==> src/rtl/boot_pkg.sv <==
// boot_pkg: shared defaults and FSM state encoding for the boot ROM shadow copier.
package boot_pkg;
    localparam int BOOT_LEN = 128;
    localparam logic [20:0] BOOT_DEST = 21'h000000;
    typedef enum logic [2:0] {
        ST_FETCH = 3'd0,
        ST_LATCH = 3'd1,
        ST_WRITE = 3'd2,
        ST_GAP   = 3'd3,
        ST_DONE  = 3'd4
    } state_t;
endpackage

==> src/rtl/boot_copier.sv <==
// boot_copier: copies LEN bytes of boot ROM into SRAM after reset, holding the CPU
// in reset until done and accumulating a mod-256 checksum of the image.
module boot_copier
    import boot_pkg::*;
#(
    parameter int LEN = BOOT_LEN,
    parameter logic [20:0] DEST_BASE = BOOT_DEST,
    parameter int WE_CYCLES = 2
) (
    input  logic        clk,
    input  logic        rst,
    input  logic        reboot,
    output logic [13:0] rom_a,
    input  logic [7:0]  rom_dout,
    output logic [20:0] sram_a,
    output logic [7:0]  sram_dout,
    output logic        sram_we,
    output logic        cpu_hold,
    output logic        done,
    output logic [7:0]  checksum
);
    state_t      state;
    logic [13:0] idx;
    logic [3:0]  wcnt;

    assign rom_a = idx;

    always_ff @(posedge clk) begin
        if (rst) begin
            state     <= ST_FETCH;
            idx       <= '0;
            sram_a    <= DEST_BASE;
            sram_dout <= '0;
            sram_we   <= 1'b0;
            cpu_hold  <= 1'b1;
            done      <= 1'b0;
            checksum  <= '0;
            wcnt      <= '0;
        end else if (reboot) begin
            // address/data are left as-is; an in-flight write is simply dropped
            state    <= ST_FETCH;
            idx      <= '0;
            sram_we  <= 1'b0;
            cpu_hold <= 1'b1;
            done     <= 1'b0;
            checksum <= '0;
            wcnt     <= '0;
        end else begin
            case (state)
                ST_FETCH: state <= ST_LATCH;
                ST_LATCH: begin
                    sram_dout <= rom_dout;
                    sram_a    <= DEST_BASE + {7'd0, idx};
                    checksum  <= checksum + rom_dout;
                    sram_we   <= 1'b1;
                    wcnt      <= '0;
                    state     <= ST_WRITE;
                end
                ST_WRITE: begin
                    if (wcnt == 4'(WE_CYCLES - 1)) begin
                        sram_we <= 1'b0;
                        state   <= ST_GAP;
                    end else begin
                        wcnt <= wcnt + 4'd1;
                    end
                end
                ST_GAP: begin
                    if (idx == 14'(LEN - 1)) begin
                        done     <= 1'b1;
                        cpu_hold <= 1'b0;
                        state    <= ST_DONE;
                    end else begin
                        idx   <= idx + 14'd1;
                        state <= ST_FETCH;
                    end
                end
                ST_DONE: state <= ST_DONE;
                default: state <= ST_FETCH;
            endcase
        end
    end
endmodule

==> config.mk <==
export PLATFORM = sky130hd
export DESIGN_NAME = boot_copier
export DESIGN_NICKNAME = d
export VERILOG_FILES = /design/src/rtl/boot_pkg.sv /design/src/rtl/boot_copier.sv
export SDC_FILE = /design/constraint.sdc
export NUM_CORES = 1
export LEC_CHECK = 0
export CAP_MARGIN = 40
export CORE_ASPECT_RATIO = 1.75
export CORE_MARGIN = 2
export CORE_UTILIZATION = 50
export DETAILED_ROUTE_END_ITERATION = 7
export DONT_BUFFER_PORTS = 1
export GPL_ROUTABILITY_DRIVEN = 0
export GPL_TIMING_DRIVEN = 0
export HOLD_SLACK_MARGIN = 0.02
export PLACE_DENSITY = 0.65
export SLEW_MARGIN = 0
export SYNTH_ARGS = -nofsm -noshare
export SYNTH_HDL_FRONTEND = slang
export SYNTH_SLANG_ARGS = --single-unit
==> constraint.sdc <==
create_clock -name clk -period 2.7 [get_ports clk]
set_input_delay 0 -clock clk [delete_from_list [all_inputs] [get_ports clk]]
set_output_delay 0 -clock clk [all_outputs]
set_load 0.05 [all_outputs]
==> reports/metrics.yaml <==
whs_ps: 29.7
wire_per_inst_um: 16.4
final_cell_mix: "60 x nand2_1, 54 x dfxtp_1, 36 x a21oi_1"
ys.flop_type: "dfxtp_1"
slew_viol_final: 0
drive_gt1_share_pct: 8.48
synth-simple-area-share_pct: 25.9
mostFrequentLayoutCell: "nand2_1"
rsz0062_at_grt: "no"
cts_sinks: 54
fin_skew_ps: 10.8
area_growth_pct: 10.5
grt_antenna_before_repair: 0
antenna_left: 0
hold_path_startpoint: "rst"
hold_class: "input port to register"
cp_data_required_time_ps: 2950
synthCells: 319
core_um2: 5210
die_y_um: 101
grt_pass1_vias: 2242
synth_top_family_by_area: "simple AND/OR/NAND/NOR gates"
first_pass_iters: 4
critPathLaunchType: "register"
r2r-start: "rom_a[0]"
fin_setup_tns_ps: 0
clk_pin_slew_ps: 100
max_cap_violations: 0
worst-r2r-cell-count: 8
status: "finished clean"
dp_hpwl_mm: 4.82
holdPathStages: 2
critPathKind: "register to register"
fmax_ghz: 0.420
start_util_pct: 51.1
dr_total_vias: 2353
timing.final.crit_period_ps: 2380
root_buffer: "clkbuf_8"
synth-seq-area-share_pct: 40.6
nets: 363
worst_setup_path_end_kind: "register"
synth_area_um2: 2670
cts_resized: 0
synth_warnings: 0
synth_xor_area_share_pct: 1.64
cts_tree: "done"
fin_util_pct: 56.5
worstMarginPinSlew_ps: 741
antennaDiodeCount: 0
grt_overflow_total: 0
power_density_nw_per_um2: 500
period_share_pct: 88.3
final.fill_count: 524
critical_path.max_fanout: 10
clock_latency_ps: 310
num_rows: 35
clock_tree.buffer_depth: 2
ys_seq_elements: 54
cts_buffers: 5
synth_edf_count: 0
regToRegSetupSlack_ps: 320
port_buffers: 0
syn_area_per_cell_um2: 8.35
setup_violations: 0
r2r_end: "rom_a[1]"
routed_wl_mm: 6.53
routed_via_density: 5.93
leakage_nw: 1.08
hold_viol: 0
synth-compound-area-share_pct: 17.8
ys_types: 52
critical_path_arrival_ps: 2630
h-tree-depth: 2
synthAdderAreaFrac_pct: 5.45
slew_headroom_pct: 50.5
grtUsageTotal_pct: 23.0
async_flop_share_pct: 0
dieArea_um2: 5950
drt_iter0_markers: 74
die_w_um: 59.2
drcViolationCount: 0
grt_max_degree: 18
hold_end: "sram_a[4]"
yosys-mux-area-fraction_pct: 1.60
vdd_drop_max_mv: 0.368
io_pins: 65
grt_pass1_wl_mm: 10.6
-- worst max-delay path: stages, from the launching register on --
cell and delay (ps):
dfxtp_1 790, ha_1 270, and2_1 120, clkbuf_1 240
and4_1 220, buf_2 160, buf_2 230, o21ai_0 100
a21oi_1 180
-- sequential cells by signal, summed over array words and instances, names as in the netlist --
name and cells:
rom_a 14, sram_a 14, checksum 8, sram_dout 8
wcnt 4, state 3, cpu_hold 1, done 1
sram_we 1
-- layout make-up --
cell class | count | area (um^2) | share of cell area (%)
Multi-Input combinational cell | 235 | 1420 | 48.3
Buffer | 27 | 150 | 5.10
Sequential cell | 54 | 1080 | 36.7
Clock inverter | 2 | 16.3 | 0.552
Tap cell | 55 | 68.8 | 2.34
Timing Repair Buffer | 9 | 90.1 | 3.06
Clock buffer | 6 | 82.6 | 2.80
Inverter | 9 | 33.8 | 1.15
-- kinds of logic after synthesis --
| kind of cell | Yosys count |
|---|---|
| AND/OR/NAND/NOR | 133 |
| AO/OA/AOI/OAI | 75 |
| buffers and inverters | 36 |
| flip-flops | 54 |
| adder cells (fa/ha/maj) | 11 |
| XOR/XNOR | 5 |
| other | 1 |
| multiplexers | 4 |
-- routing by layer --
metal	vias to the layer above	track usage [%]	routed length, um
li1	1178	-	-
met1	1097	25.4	2530
met2	68	41.0	3450
met3	10	5.52	395
met4	0	8.57	146
met5	-	0	0
-- metrics by stage --
step           cells  instance area (um^2)  worst slack (ps)  power [mW]
6_report         397                  2950               317        1.47
3_3_place_gp     380                  2760               363       0.985
4_1_cts          397                  2950               333        1.49
3_5_place_dp     380                  2760               359       0.987
2_1_floorplan    325                  2690               600       0.963
5_1_grt          397                  2950               135        1.52
-- Yosys cell counts (6+ instances only) --
| master | instances | area share, % |
|---|---|---|
| nand2_1 | 60 | 8.5 |
| dfxtp_1 | 54 | 41 |
| a21oi_1 | 36 | 6.8 |
| nor2_1 | 11 | 1.5 |
| ha_1 | 10 | 4.7 |
| buf_4 | 9 | 2.5 |
| clkbuf_1 | 9 | 1.3 |
| inv_1 | 9 | 1.3 |
| nor3_1 | 9 | 1.7 |
| nand3_1 | 8 | 1.5 |
| o21ai_0 | 7 | 1.3 |
| buf_2 | 6 | 1.1 |
-- how the worst max path moves through the flow --
stage,endpoint,slack [ps],from
2_1_floorplan,checksum[7],600,checksum[6]
3_3_place_gp,rom_a[13],360,rom_a[0]
3_5_place_dp,rom_a[13],360,rom_a[0]
4_1_cts,rom_a[1],330,rom_a[0]
5_1_grt,rom_a[7],130,rom_a[0]
6_report,rom_a[1],320,rom_a[0]
-- timing repair --
action                                 CTS  global route
setup buffers                            0             0
hold buffers                             9             0
endpoints found under the hold margin   13             0
-- power breakdown --
group	switching, mW	internal (mW)
combinational	0.0907	0.0493
sequential	0.0355	0.806
clock	0.281	0.212
total	0.407	1.07
Power figures use the tool's default switching activity.
